$ cat config.mk
export PLATFORM = sky130hd
export DESIGN_NAME = axi_4_mst_flat
export DESIGN_NICKNAME = d
export VERILOG_FILES = /design/src/rtl/axi_4_mst_if.sv /design/src/rtl/axi_4_mst.sv /design/src/flat_wrapper.sv
export SDC_FILE = /design/constraint.sdc
export NUM_CORES = 1
export LEC_CHECK = 0
export BUFFER_PORTS_ARGS = -buffer_cell sky130_fd_sc_hd__buf_2
export CAP_MARGIN = 25
export CORE_ASPECT_RATIO = 1.5
export CORE_MARGIN = 3
export CORE_UTILIZATION = 50
export DETAILED_ROUTE_END_ITERATION = 12
export HOLD_SLACK_MARGIN = 0.08
export PLACE_DENSITY = 0.86
export SYNTH_ARGS = -nofsm -noshare
export SYNTH_HDL_FRONTEND = slang
export SYNTH_SLANG_ARGS = --single-unit
$ cat constraint.sdc
create_clock -name M_AXI_ACLK -period 4 [get_ports M_AXI_ACLK]
set_input_delay 0.8 -clock M_AXI_ACLK [delete_from_list [all_inputs] [get_ports M_AXI_ACLK]]
set_output_delay 0.8 -clock M_AXI_ACLK [all_outputs]
set_load 0.01 [all_outputs]
$ cat src/rtl/axi_4_mst_if.sv
// Bundle of the command/response port and the AXI4-Lite master channels.
// The master modport is the view of axi_4_mst; the slave modport is the view of
// whatever sits on the other side (command source, response sink and AXI slave).
interface axi_4_mst_if #(
  parameter int unsigned ADDR_WIDTH = 32,
  parameter int unsigned DATA_WIDTH = 32
);
  localparam int unsigned StrbWidth = DATA_WIDTH / 8;

  // Command / response side
  logic                  cmd_valid;
  logic                  cmd_ready;
  logic                  cmd_write;
  logic [ADDR_WIDTH-1:0] cmd_addr;
  logic [DATA_WIDTH-1:0] cmd_wdata;
  logic [StrbWidth-1:0]  cmd_wstrb;
  logic                  rsp_valid;
  logic                  rsp_ready;
  logic [DATA_WIDTH-1:0] rsp_rdata;
  logic [1:0]            rsp_resp;
  logic                  rsp_write;
  logic                  timeout;

  // AXI write address / data / response
  logic                  M_AXI_AWVALID;
  logic                  M_AXI_AWREADY;
  logic [ADDR_WIDTH-1:0] M_AXI_AWADDR;
  logic [2:0]            M_AXI_AWPROT;
  logic                  M_AXI_WVALID;
  logic                  M_AXI_WREADY;
  logic [DATA_WIDTH-1:0] M_AXI_WDATA;
  logic [StrbWidth-1:0]  M_AXI_WSTRB;
  logic                  M_AXI_BVALID;
  logic                  M_AXI_BREADY;
  logic [1:0]            M_AXI_BRESP;

  // AXI read address / data
  logic                  M_AXI_ARVALID;
  logic                  M_AXI_ARREADY;
  logic [ADDR_WIDTH-1:0] M_AXI_ARADDR;
  logic [2:0]            M_AXI_ARPROT;
  logic                  M_AXI_RVALID;
  logic                  M_AXI_RREADY;
  logic [DATA_WIDTH-1:0] M_AXI_RDATA;
  logic [1:0]            M_AXI_RRESP;

  modport master (
    input  cmd_valid, cmd_write, cmd_addr, cmd_wdata, cmd_wstrb, rsp_ready,
    output cmd_ready, rsp_valid, rsp_rdata, rsp_resp, rsp_write, timeout,
    output M_AXI_AWVALID, M_AXI_AWADDR, M_AXI_AWPROT,
    input  M_AXI_AWREADY,
    output M_AXI_WVALID, M_AXI_WDATA, M_AXI_WSTRB,
    input  M_AXI_WREADY,
    input  M_AXI_BVALID, M_AXI_BRESP,
    output M_AXI_BREADY,
    output M_AXI_ARVALID, M_AXI_ARADDR, M_AXI_ARPROT,
    input  M_AXI_ARREADY,
    input  M_AXI_RVALID, M_AXI_RDATA, M_AXI_RRESP,
    output M_AXI_RREADY
  );

  modport slave (
    output cmd_valid, cmd_write, cmd_addr, cmd_wdata, cmd_wstrb, rsp_ready,
    input  cmd_ready, rsp_valid, rsp_rdata, rsp_resp, rsp_write, timeout,
    input  M_AXI_AWVALID, M_AXI_AWADDR, M_AXI_AWPROT,
    output M_AXI_AWREADY,
    input  M_AXI_WVALID, M_AXI_WDATA, M_AXI_WSTRB,
    output M_AXI_WREADY,
    output M_AXI_BVALID, M_AXI_BRESP,
    input  M_AXI_BREADY,
    input  M_AXI_ARVALID, M_AXI_ARADDR, M_AXI_ARPROT,
    output M_AXI_ARREADY,
    output M_AXI_RVALID, M_AXI_RDATA, M_AXI_RRESP,
    input  M_AXI_RREADY
  );
endinterface

$ cat src/rtl/axi_4_mst.sv
// Single-outstanding AXI4-Lite master. Takes one command (read or write), runs it
// on the AXI channels and returns the response; a sticky flag reports transactions
// that have been stalled for TIMEOUT_CYCLES cycles.
module axi_4_mst #(
  parameter int unsigned ADDR_WIDTH     = 32,
  parameter int unsigned DATA_WIDTH     = 32,
  parameter int unsigned TIMEOUT_CYCLES = 256
) (
  input logic         M_AXI_ACLK,
  input logic         M_AXI_ARESETN,
  axi_4_mst_if.master bus
);

  localparam int unsigned StrbW = DATA_WIDTH / 8;
  localparam int unsigned CntW  = $clog2(TIMEOUT_CYCLES + 1);
  localparam logic [CntW-1:0]       CntMax   = CntW'(TIMEOUT_CYCLES);
  localparam logic [ADDR_WIDTH-1:0] AddrMask = ~ADDR_WIDTH'(3);

  typedef enum logic [2:0] {
    StIdle,
    StWr,
    StWrResp,
    StRdAddr,
    StRdData,
    StRsp
  } state_e;

  state_e                state_q;
  logic                  cmd_ready_q;
  logic                  awvalid_q;
  logic                  wvalid_q;
  logic                  bready_q;
  logic                  arvalid_q;
  logic                  rready_q;
  logic                  rsp_valid_q;
  logic [ADDR_WIDTH-1:0] addr_q;
  logic [DATA_WIDTH-1:0] wdata_q;
  logic [StrbW-1:0]      wstrb_q;
  logic                  write_q;
  logic [DATA_WIDTH-1:0] rdata_q;
  logic [1:0]            resp_q;

  logic                  stall;
  logic [CntW-1:0]       cnt_d;
  logic [CntW-1:0]       cnt_q;
  logic                  timeout_d;
  logic                  timeout_q;

  // Transaction FSM; every handshake output is a register so it is glitch-free.
  always_ff @(posedge M_AXI_ACLK or negedge M_AXI_ARESETN) begin
    if (!M_AXI_ARESETN) begin
      state_q     <= StIdle;
      cmd_ready_q <= 1'b0;
      awvalid_q   <= 1'b0;
      wvalid_q    <= 1'b0;
      bready_q    <= 1'b0;
      arvalid_q   <= 1'b0;
      rready_q    <= 1'b0;
      rsp_valid_q <= 1'b0;
      addr_q      <= '0;
      wdata_q     <= '0;
      wstrb_q     <= '0;
      write_q     <= 1'b0;
      rdata_q     <= '0;
      resp_q      <= 2'b00;
    end else begin
      unique case (state_q)
        StIdle: begin
          cmd_ready_q <= 1'b1;
          if (bus.cmd_valid && cmd_ready_q) begin
            cmd_ready_q <= 1'b0;
            addr_q      <= bus.cmd_addr & AddrMask;
            wdata_q     <= bus.cmd_wdata;
            wstrb_q     <= bus.cmd_wstrb;
            write_q     <= bus.cmd_write;
            if (bus.cmd_write) begin
              state_q   <= StWr;
              awvalid_q <= 1'b1;
              wvalid_q  <= 1'b1;
            end else begin
              state_q   <= StRdAddr;
              arvalid_q <= 1'b1;
            end
          end
        end
        StWr: begin
          // AW and W complete independently; leave only when both are done.
          if (awvalid_q && bus.M_AXI_AWREADY) awvalid_q <= 1'b0;
          if (wvalid_q && bus.M_AXI_WREADY) wvalid_q <= 1'b0;
          if ((!awvalid_q || bus.M_AXI_AWREADY) && (!wvalid_q || bus.M_AXI_WREADY)) begin
            state_q  <= StWrResp;
            bready_q <= 1'b1;
          end
        end
        StWrResp: begin
          if (bus.M_AXI_BVALID) begin
            bready_q    <= 1'b0;
            resp_q      <= bus.M_AXI_BRESP;
            rdata_q     <= '0;
            rsp_valid_q <= 1'b1;
            state_q     <= StRsp;
          end
        end
        StRdAddr: begin
          if (bus.M_AXI_ARREADY) begin
            arvalid_q <= 1'b0;
            rready_q  <= 1'b1;
            state_q   <= StRdData;
          end
        end
        StRdData: begin
          if (bus.M_AXI_RVALID) begin
            rready_q    <= 1'b0;
            rdata_q     <= bus.M_AXI_RDATA;
            resp_q      <= bus.M_AXI_RRESP;
            rsp_valid_q <= 1'b1;
            state_q     <= StRsp;
          end
        end
        StRsp: begin
          if (bus.rsp_ready) begin
            rsp_valid_q <= 1'b0;
            cmd_ready_q <= 1'b1;
            state_q     <= StIdle;
          end
        end
        default: state_q <= StIdle;
      endcase
    end
  end

  assign stall = (state_q == StWr) || (state_q == StWrResp) ||
                 (state_q == StRdAddr) || (state_q == StRdData);

  // Stall counter saturates; it is zero whenever no AXI transfer is pending.
  always_comb begin
    cnt_d     = '0;
    timeout_d = timeout_q;
    if (stall) begin
      cnt_d = (cnt_q == CntMax) ? cnt_q : cnt_q + 1'b1;
      if (cnt_d == CntMax) timeout_d = 1'b1;
    end
  end

  // Stall counter and sticky timeout flag.
  always_ff @(posedge M_AXI_ACLK or negedge M_AXI_ARESETN) begin
    if (!M_AXI_ARESETN) begin
      cnt_q     <= '0;
      timeout_q <= 1'b0;
    end else begin
      cnt_q     <= cnt_d;
      timeout_q <= timeout_d;
    end
  end

  assign bus.cmd_ready     = cmd_ready_q;
  assign bus.rsp_valid     = rsp_valid_q;
  assign bus.rsp_rdata     = rdata_q;
  assign bus.rsp_resp      = resp_q;
  assign bus.rsp_write     = write_q;
  assign bus.timeout       = timeout_q;

  assign bus.M_AXI_AWVALID = awvalid_q;
  assign bus.M_AXI_AWADDR  = addr_q;
  assign bus.M_AXI_AWPROT  = 3'b000;
  assign bus.M_AXI_WVALID  = wvalid_q;
  assign bus.M_AXI_WDATA   = wdata_q;
  assign bus.M_AXI_WSTRB   = wstrb_q;
  assign bus.M_AXI_BREADY  = bready_q;
  assign bus.M_AXI_ARVALID = arvalid_q;
  assign bus.M_AXI_ARADDR  = addr_q;
  assign bus.M_AXI_ARPROT  = 3'b000;
  assign bus.M_AXI_RREADY  = rready_q;

endmodule

$ cat src/flat_wrapper.sv
// flat-port wrapper written by rule: the top's interface ports become plain ports
module axi_4_mst_flat 
#(
  parameter int unsigned ADDR_WIDTH     = 32,
  parameter int unsigned DATA_WIDTH     = 32,
  parameter int unsigned TIMEOUT_CYCLES = 256
)
  (M_AXI_ACLK, M_AXI_ARESETN, bus_cmd_valid, bus_cmd_write, bus_cmd_addr, bus_cmd_wdata, bus_cmd_wstrb, bus_rsp_ready, bus_cmd_ready, bus_rsp_valid, bus_rsp_rdata, bus_rsp_resp, bus_rsp_write, bus_timeout, bus_M_AXI_AWVALID, bus_M_AXI_AWADDR, bus_M_AXI_AWPROT, bus_M_AXI_AWREADY, bus_M_AXI_WVALID, bus_M_AXI_WDATA, bus_M_AXI_WSTRB, bus_M_AXI_WREADY, bus_M_AXI_BVALID, bus_M_AXI_BRESP, bus_M_AXI_BREADY, bus_M_AXI_ARVALID, bus_M_AXI_ARADDR, bus_M_AXI_ARPROT, bus_M_AXI_ARREADY, bus_M_AXI_RVALID, bus_M_AXI_RDATA, bus_M_AXI_RRESP, bus_M_AXI_RREADY);
  axi_4_mst_if #(.ADDR_WIDTH(ADDR_WIDTH), .DATA_WIDTH(DATA_WIDTH)) bus_i ();
  input logic M_AXI_ACLK;
  input logic M_AXI_ARESETN;
  input wire logic [$bits(bus_i.cmd_valid)-1:0] bus_cmd_valid;
  input wire logic [$bits(bus_i.cmd_write)-1:0] bus_cmd_write;
  input wire logic [$bits(bus_i.cmd_addr)-1:0] bus_cmd_addr;
  input wire logic [$bits(bus_i.cmd_wdata)-1:0] bus_cmd_wdata;
  input wire logic [$bits(bus_i.cmd_wstrb)-1:0] bus_cmd_wstrb;
  input wire logic [$bits(bus_i.rsp_ready)-1:0] bus_rsp_ready;
  output wire logic [$bits(bus_i.cmd_ready)-1:0] bus_cmd_ready;
  output wire logic [$bits(bus_i.rsp_valid)-1:0] bus_rsp_valid;
  output wire logic [$bits(bus_i.rsp_rdata)-1:0] bus_rsp_rdata;
  output wire logic [$bits(bus_i.rsp_resp)-1:0] bus_rsp_resp;
  output wire logic [$bits(bus_i.rsp_write)-1:0] bus_rsp_write;
  output wire logic [$bits(bus_i.timeout)-1:0] bus_timeout;
  output wire logic [$bits(bus_i.M_AXI_AWVALID)-1:0] bus_M_AXI_AWVALID;
  output wire logic [$bits(bus_i.M_AXI_AWADDR)-1:0] bus_M_AXI_AWADDR;
  output wire logic [$bits(bus_i.M_AXI_AWPROT)-1:0] bus_M_AXI_AWPROT;
  input wire logic [$bits(bus_i.M_AXI_AWREADY)-1:0] bus_M_AXI_AWREADY;
  output wire logic [$bits(bus_i.M_AXI_WVALID)-1:0] bus_M_AXI_WVALID;
  output wire logic [$bits(bus_i.M_AXI_WDATA)-1:0] bus_M_AXI_WDATA;
  output wire logic [$bits(bus_i.M_AXI_WSTRB)-1:0] bus_M_AXI_WSTRB;
  input wire logic [$bits(bus_i.M_AXI_WREADY)-1:0] bus_M_AXI_WREADY;
  input wire logic [$bits(bus_i.M_AXI_BVALID)-1:0] bus_M_AXI_BVALID;
  input wire logic [$bits(bus_i.M_AXI_BRESP)-1:0] bus_M_AXI_BRESP;
  output wire logic [$bits(bus_i.M_AXI_BREADY)-1:0] bus_M_AXI_BREADY;
  output wire logic [$bits(bus_i.M_AXI_ARVALID)-1:0] bus_M_AXI_ARVALID;
  output wire logic [$bits(bus_i.M_AXI_ARADDR)-1:0] bus_M_AXI_ARADDR;
  output wire logic [$bits(bus_i.M_AXI_ARPROT)-1:0] bus_M_AXI_ARPROT;
  input wire logic [$bits(bus_i.M_AXI_ARREADY)-1:0] bus_M_AXI_ARREADY;
  input wire logic [$bits(bus_i.M_AXI_RVALID)-1:0] bus_M_AXI_RVALID;
  input wire logic [$bits(bus_i.M_AXI_RDATA)-1:0] bus_M_AXI_RDATA;
  input wire logic [$bits(bus_i.M_AXI_RRESP)-1:0] bus_M_AXI_RRESP;
  output wire logic [$bits(bus_i.M_AXI_RREADY)-1:0] bus_M_AXI_RREADY;
  assign bus_i.cmd_valid = bus_cmd_valid;
  assign bus_i.cmd_write = bus_cmd_write;
  assign bus_i.cmd_addr = bus_cmd_addr;
  assign bus_i.cmd_wdata = bus_cmd_wdata;
  assign bus_i.cmd_wstrb = bus_cmd_wstrb;
  assign bus_i.rsp_ready = bus_rsp_ready;
  assign bus_cmd_ready = bus_i.cmd_ready;
  assign bus_rsp_valid = bus_i.rsp_valid;
  assign bus_rsp_rdata = bus_i.rsp_rdata;
  assign bus_rsp_resp = bus_i.rsp_resp;
  assign bus_rsp_write = bus_i.rsp_write;
  assign bus_timeout = bus_i.timeout;
  assign bus_M_AXI_AWVALID = bus_i.M_AXI_AWVALID;
  assign bus_M_AXI_AWADDR = bus_i.M_AXI_AWADDR;
  assign bus_M_AXI_AWPROT = bus_i.M_AXI_AWPROT;
  assign bus_i.M_AXI_AWREADY = bus_M_AXI_AWREADY;
  assign bus_M_AXI_WVALID = bus_i.M_AXI_WVALID;
  assign bus_M_AXI_WDATA = bus_i.M_AXI_WDATA;
  assign bus_M_AXI_WSTRB = bus_i.M_AXI_WSTRB;
  assign bus_i.M_AXI_WREADY = bus_M_AXI_WREADY;
  assign bus_i.M_AXI_BVALID = bus_M_AXI_BVALID;
  assign bus_i.M_AXI_BRESP = bus_M_AXI_BRESP;
  assign bus_M_AXI_BREADY = bus_i.M_AXI_BREADY;
  assign bus_M_AXI_ARVALID = bus_i.M_AXI_ARVALID;
  assign bus_M_AXI_ARADDR = bus_i.M_AXI_ARADDR;
  assign bus_M_AXI_ARPROT = bus_i.M_AXI_ARPROT;
  assign bus_i.M_AXI_ARREADY = bus_M_AXI_ARREADY;
  assign bus_i.M_AXI_RVALID = bus_M_AXI_RVALID;
  assign bus_i.M_AXI_RDATA = bus_M_AXI_RDATA;
  assign bus_i.M_AXI_RRESP = bus_M_AXI_RRESP;
  assign bus_M_AXI_RREADY = bus_i.M_AXI_RREADY;
  axi_4_mst #(.ADDR_WIDTH(ADDR_WIDTH), .DATA_WIDTH(DATA_WIDTH), .TIMEOUT_CYCLES(TIMEOUT_CYCLES)) u_core (.M_AXI_ACLK(M_AXI_ACLK), .M_AXI_ARESETN(M_AXI_ARESETN), .bus(bus_i));
endmodule
==> run metrics, run 1 <==
Initial DRC Count=239; DP Wirelength=9340 microns; first-pass GRT wire length=21000 microns; Residual DRC=0; Core Box Area=0.0102 sq mm; initial antenna violation count=0; multi-input combinational cell area=0.00186 sq mm; CTS tree=done; post_cts resized=0; RSZ-0062 raised after global routing=false; Area after DPL=0.00642 sq mm; Synth cell types=45; Final setup viols=0; Core Util, Final=68.5%; asr flop ratio synth=100%; layout cells sized above 1=35.7%; Syn Area/Cell=8.91 sq um; Final Hold Viols=0; top post-synthesis cells by area=dfrtp_1, nand2_1, buf_4, o21ai_0, clkbuf_1; Reg area=0.00303 sq mm; Fillers=850; Worst path top cell family by delay=compound AO/OA/AOI/OAI gates; port bufs=250; routability cong.=0.783; Critical Path RT=4.27 ns; Avg WL per Cell=13.3 microns; CTS sink cnt=121; register area share after synthesis=56.8%; setup TNS=0 ns; clock-pin slew on the worst setup and hold paths=0.05 ns; TritonCTS buffer count=17; I/O pins=263; cell count after synthesis=598; EDFF count, synth=0; routed vias=4565; CP Cell Sequence=nand3b_1 -> a21o_1 -> buf_4 -> o21ai_0; Post-DRT Antenna Nets=0; most common cell after layout, fill and taps aside=nand2_1; cell count along the critical path=4; YS warnings=0; Arrival @ worst endpoint=2.52 ns; slowest stage delay, CP=0.72 ns; Max Slew Vio Count=0; Skew-Pair Late Insertion Delay=0.41 ns; Yosys top cell by area=dfrtp_1; H-tree levels=4; Worst setup EP type=flip-flop; Worst Reg2Reg Path Length in Cells=4; Leakage Power=3.93 nW; GRT met3 Usage=6.71%; fin crit share=56.3%; CP max stage cell=dfrtp_1; Final Critical Period=2.25 ns; Max Root-Sink Buffers=2; outcome=complete, no violations; die area=0.0120 sq mm; Synth top area share=56.8%; cts hold-fix bufs=0; max-cap violation count=0; total power=5.71 mW; CP Launch Type=flip-flop; largest net degree at the start of global routing=77; Netlist Area Pre-Place=0.00533 sq mm; CTS root buffer=clkbuf_16; GR Util met2=38.2%; nets=926; Setup Buffers After CTS=0; vias in the first global route=4423; diode count=0; Hold WC Path Type=in2async; vias per inst=4.75; VDD IR max=536 uV; top_reg_cell synth=dfrtp_1; grt ovf=0; Clock Skew=0.0125 ns; M1 GR Usage=24.9%; GRT Max-Usage Layer=met2; Synth Register Bits=121; Fmax=444 MHz; FP Rows=45; max_slew headroom=46.4%; final instance area=0.00702 sq mm; Slew @ Worst Pin=0.784 ns; Fin Hold WS=0.182 ns; Power per Cell Area=813 mW/mm^2; area growth from synthesis to layout=31.7%; Initial Utilization=52.0%; router iterations before antenna repair=4; Routed WL=12800 microns; die width=90.3 microns; critical path type=reg2reg; most frequent cells in the layout=nand2_1, buf_2, dfrtp_1, o21ai_0, clkbuf_16; GRT Total Usage=21.8%; worst path bufs/invs=1; Die Y=132 microns; CP max FO=42
==> area by class of cell <==
type | count | share of cell area, %
clock buffer | 21 | 6.70
multi-input combinational | 401 | 26.5
timing repair buffer | 257 | 19.1
sequential | 121 | 43.2
inverter | 12 | 0.642
clock inverter | 8 | 1.39
tap | 141 | 2.51
==> final timing paths <==
path	from	to	slack [ns]
max	u_core.state_q[2]$_DFFE_PN0P_	u_core.bus.rsp_rdata[11]$_DFFE_PN0P_	1.75
min	M_AXI_ARESETN	u_core.bus.M_AXI_WDATA[9]$_DFFE_PN0P_	0.18
max reg2reg	u_core.state_q[2]$_DFFE_PN0P_	u_core.bus.rsp_rdata[11]$_DFFE_PN0P_	1.75
min reg2reg	u_core.bus.M_AXI_WDATA[8]$_DFFE_PN0P_	u_core.bus.M_AXI_WDATA[8]$_DFFE_PN0P_	0.46
max in group asynchronous	M_AXI_ARESETN	u_core.bus.M_AXI_WDATA[4]$_DFFE_PN0P_	3.03
min in group M_AXI_ACLK	u_core.bus.M_AXI_WDATA[8]$_DFFE_PN0P_	u_core.bus.M_AXI_WDATA[8]$_DFFE_PN0P_	0.46
==> per-stage QoR <==
step / worst slack (ns) / cells
after CTS: 1.74 / 960
final: 1.75 / 961
after global placement: 1.65 / 931
after floorplan: 1.89 / 607
after detailed placement: 1.62 / 931
after global routing: 1.49 / 961
==> worst register-to-register path, cell delays in order (launching register included) <==
cell and delay [ns]:
dfrtp_1 0.72, nand3b_1 0.22, a21o_1 0.58, buf_4 0.44
o21ai_0 0.17
==> per-layer routing <==
layer / up-vias / share of wire, %
met5: - / 0
met4: 0 / 1.4
li1: 2271 / -
met3: 16 / 7.4
met1: 2099 / 39
met2: 179 / 52
==> state kept, by name (all words and copies together) (netlist names) <==
name and cells:
u_core.bus.M_AXI_WSTRB 4, u_core.bus.rsp_valid 1, u_core.bus.M_AXI_RREADY 1, u_core.bus.M_AXI_WDATA 32, u_core.bus.M_AXI_ARADDR 30, u_core.bus.M_AXI_WVALID 1, u_core.bus.M_AXI_ARVALID 1, u_core.bus.rsp_rdata 32
u_core.bus.rsp_write 1, u_core.bus.cmd_ready 1, u_core.bus.M_AXI_BREADY 1, u_core.bus.timeout 1, u_core.bus.rsp_resp 2, u_core.cnt_q 9, u_core.state_q 3, u_core.bus.M_AXI_AWVALID 1
==> synth_stat cells (all sizes together) (4+ instances only) <==
master    n
clkbuf   28
nor2b     5
buf      45
nand2   272
a21oi    13
nand3     5
nor2      8
inv      12
dfrtp   121
xor2      4
xnor2     4
o21ai    38
==> kinds of logic (layout without fill, tap and decap cells) <==
group	count (synthesis)	count (layout)	synth area share, %
flip-flops	121	121	56.8
AND/OR/NAND/NOR	312	312	24.3
multiplexers	3	3	0.587
other	1	10	0.0704
XOR/XNOR	8	8	1.32
buffers and inverters	85	298	9.16
adder cells (fa/ha/maj)	2	2	0.470
AO/OA/AOI/OAI	66	66	7.28
==> power breakdown <==
group	total (mW)	internal (mW)	switching, mW
clock network	1.46	0.951	0.510
registers	2.14	1.77	0.377
logic	2.10	0.847	1.26
Note: power is estimated with default switching activity, not from simulation.
==> run 2, diff against run 1 <==
--- a/config.mk
+++ b/config.mk
@@ -5,14 +5,15 @@
 export SDC_FILE = /design/constraint.sdc
 export NUM_CORES = 1
 export LEC_CHECK = 0
+export ABC_AREA = 1
 export BUFFER_PORTS_ARGS = -buffer_cell sky130_fd_sc_hd__buf_2
 export CAP_MARGIN = 25
 export CORE_ASPECT_RATIO = 1.5
 export CORE_MARGIN = 3
-export CORE_UTILIZATION = 50
+export CORE_UTILIZATION = 46
 export DETAILED_ROUTE_END_ITERATION = 12
 export HOLD_SLACK_MARGIN = 0.08
-export PLACE_DENSITY = 0.86
+export PLACE_DENSITY = 0.8
 export SYNTH_ARGS = -nofsm -noshare
 export SYNTH_HDL_FRONTEND = slang
 export SYNTH_SLANG_ARGS = --single-unit
==> constraint.sdc (replaced) <==
create_clock -name M_AXI_ACLK -period 2.1 [get_ports M_AXI_ACLK]
set_input_delay 0.42 -clock M_AXI_ACLK [delete_from_list [all_inputs] [get_ports M_AXI_ACLK]]
set_output_delay 0.42 -clock M_AXI_ACLK [all_outputs]
set_load 0.01 [all_outputs]
==> run metrics, run 2 <==
first-pass GRT wire length=20400 microns (-2.7%); YS warnings=0 (unchanged); CP max FO=22 (-48%); EDFF count, synth=0 (unchanged); Area after DPL=0.00652 sq mm (+1.5%); Fin Hold WS=0.220 ns (+0.0386 ns); top post-synthesis cells by area=dfrtp_1, nand2_1, buf_4, o21ai_0, inv_1; net load switching power=4.24 mW (+98%); most common cell after layout, fill and taps aside=nand2_1; top_reg_cell synth=dfrtp_1; Die Y=138 microns (+4.1%); Core Box Area=0.0112 sq mm (+9.0%); Routed WL=13400 microns (+4.4%); Avg WL per Cell=13.2 microns (-0.88%); H-tree levels=4 (unchanged); Fmax=577 MHz (+30%); Setup Buffers After CTS=0 (unchanged); clock-pin slew on the worst setup and hold paths=0.06 ns (about the same); routability cong.=0.869 (+11%); most frequent cells in the layout=nand2_1, buf_2, dfrtp_1, inv_1, o21ai_0; I/O pins=263 (unchanged); Post-DRT Antenna Nets=0 (unchanged); die width=93.9 microns (+4.0%); RSZ-0062 raised after global routing=false; DP Wirelength=9900 microns (+6.0%); nets=969 (+4.6%); CTS root buffer=clkbuf_16; Sw Ratio=38.4% (+0.84 points); Clock Skew=0.00822 ns (-0.00427 ns); Fillers=1000 (+18%); vias per inst=4.54 (-4.4%); router iterations before antenna repair=5 (+1); Initial DRC Count=293 (+23%); FP Rows=47 (+4.4%); Synth top area share=56.8% (about the same); most frequent cell after synthesis=nand2_1; cell count after synthesis=627 (+4.8%); CTS sink cnt=121 (unchanged); largest family of logic cells by synthesized area=simple AND/OR/NAND/NOR gates; Leakage Power=4.10 nW (+4.4%); critical path type=reg2reg; Final Critical Period=1.73 ns (-0.519 ns); mux share of post-synthesis cell area=0% (-0.59 points); cts hold-fix bufs=1 (+1); Max Slew Vio Count=0 (unchanged); die area=0.0129 sq mm (+8.2%); CTS tree=done; Seq pwr share=35.7% (-1.9 points); layout cells sized above 1=35.8% (+0.11 points); Synth Area in XOR/XNOR=0.329% (-0.99 points); Post-Layout Cell Count=1012 (+5.3%); Final WS setup=0.366 ns (-1.38 ns); CP Launch Type=flip-flop; register area share after synthesis=56.8% (about the same); routed vias=4594 (+0.64%); largest net degree at the start of global routing=70 (-9.1%); Compound-Gate Fraction of Synth Area=5.85% (-1.4 points); Initial Utilization=47.7% (-4.3 points); internal power=6.81 mW (+91%); Critical Path RT=2.40 ns (-1.87 ns); diode count=0 (unchanged); dpl cells=980 (+5.3%); VDD IR max=908 uV (+69%); Max Root-Sink Buffers=2 (unchanged); combinational share of power=39.1% (+2.3 points); asr flop ratio synth=100% (unchanged); max-cap violation count=0 (unchanged); Yosys top cell by area=dfrtp_1; Arrival @ worst endpoint=2.03 ns (-0.49 ns); multi-input combinational cell area=0.00178 sq mm (-4.1%); fin crit share=82.6% (+26 points); TritonCTS buffer count=17 (unchanged); Syn Area/Cell=8.49 sq um (-4.6%); Post-Synth Adder-Cell Area=0.470% (about the same); post_cts resized=0 (unchanged); Final setup viols=0 (unchanged); final instance area=0.00711 sq mm (+1.3%); Hold WC Path Type=in2reg; Post-synth top cells=nand2_1, dfrtp_1, buf_4; outcome=complete, no violations; Worst setup EP type=flip-flop; Final Hold Viols=0 (unchanged); Skew-Pair Late Insertion Delay=0.39 ns (-0.02 ns); GRT Total Usage=20.2% (-1.6 points); Residual DRC=0 (unchanged); clock network fraction of total power=25.3% (-0.3 points); Netlist Area Pre-Place=0.00533 sq mm (about the same); Synth Register Bits=121 (unchanged); total power=11.1 mW (+94%); vias in the first global route=4186 (-5.4%); Synth cell types=32 (-29%); port bufs=250 (unchanged); pre-CTS setup slack=0.391 ns (-1.23 ns); post-synthesis simple-gate area fraction=26.1% (+1.9 points); Power per Cell Area=1550 mW/mm^2 (+91%); area growth from synthesis to layout=33.5%; setup TNS=0 ns (unchanged); Core Util, Final=63.6% (-4.9 points); Reg area=0.00303 sq mm (unchanged); initial antenna violation count=0 (unchanged); grt ovf=0 (unchanged)
[run 2: worst paths after layout]
| path | to | startpoint | cells after the start | slack (ns) |
|---|---|---|---|---|
| max in group asynchronous | u_core.bus.M_AXI_WDATA[29]$_DFFE_PN0P_ | M_AXI_ARESETN | 3 | 0.93 |
| setup / recovery | u_core.bus.rsp_resp[1]$_DFFE_PN0P_ | u_core.state_q[0]$_DFFE_PN0P_ | 6 | 0.37 |
| hold reg to reg | u_core.bus.M_AXI_WDATA[8]$_DFFE_PN0P_ | u_core.bus.M_AXI_WDATA[8]$_DFFE_PN0P_ | 2 | 0.46 |
| min in group asynchronous | u_core.bus.M_AXI_WDATA[22]$_DFFE_PN0P_ | M_AXI_ARESETN | 2 | 0.54 |
| setup reg to reg | u_core.bus.rsp_resp[1]$_DFFE_PN0P_ | u_core.state_q[0]$_DFFE_PN0P_ | 6 | 0.37 |
| hold / removal | u_core.bus.M_AXI_WDATA[21]$_DFFE_PN0P_ | bus_cmd_wdata[21] | 3 | 0.22 |
[run 2: layer usage]
layer | wire length [microns] | vias to the layer above | part of all wire, % | track usage [%]
met1 | 5170 | 2102 | 39 | 23.7
met4 | 236 | 0 | 1.8 | 6.99
li1 | - | 2339 | - | -
met3 | 658 | 15 | 4.9 | 4.54
met2 | 7300 | 138 | 55 | 36.1
met5 | 0 | - | 0 | 0
[run 2: worst max-delay path, stage by stage (launching register included)]
cell and delay, ns:
dfrtp_1 0.43, inv_1 0.20, nand3_1 0.13, nand2_1 0.17, nand3_4 0.24, buf_4 0.27
o31ai_1 0.20
[run 2: area by class of cell]
class                      count  area share [%]
clock buffer                  19            6.37
clock inverter                12            1.78
inverter                      31            1.64
multi-input combinational    419            25.1
sequential                   121            42.6
tap                          147            2.59
timing repair buffer         263            19.9
[run 2: cell families (layout without fill, tap and decap cells)]
family          after synthesis  in the layout
simple gates                352            352
compound gates               53             53
fa+ha+maj                     2              2
buf+inv                      96            325
other cells                   1             10
xor+xnor                      2              2
flops                       121            121
[run 2: power groups by stage]
stage	sequential, mW	clock (mW)	combinational, mW
after global routing	4.07	2.97	4.84
after detailed placement	3.96	0	4.40
after global placement	3.93	0	4.27
after floorplan	4.38	0	2.40
after CTS	3.94	2.85	4.40
final	3.94	2.79	4.32
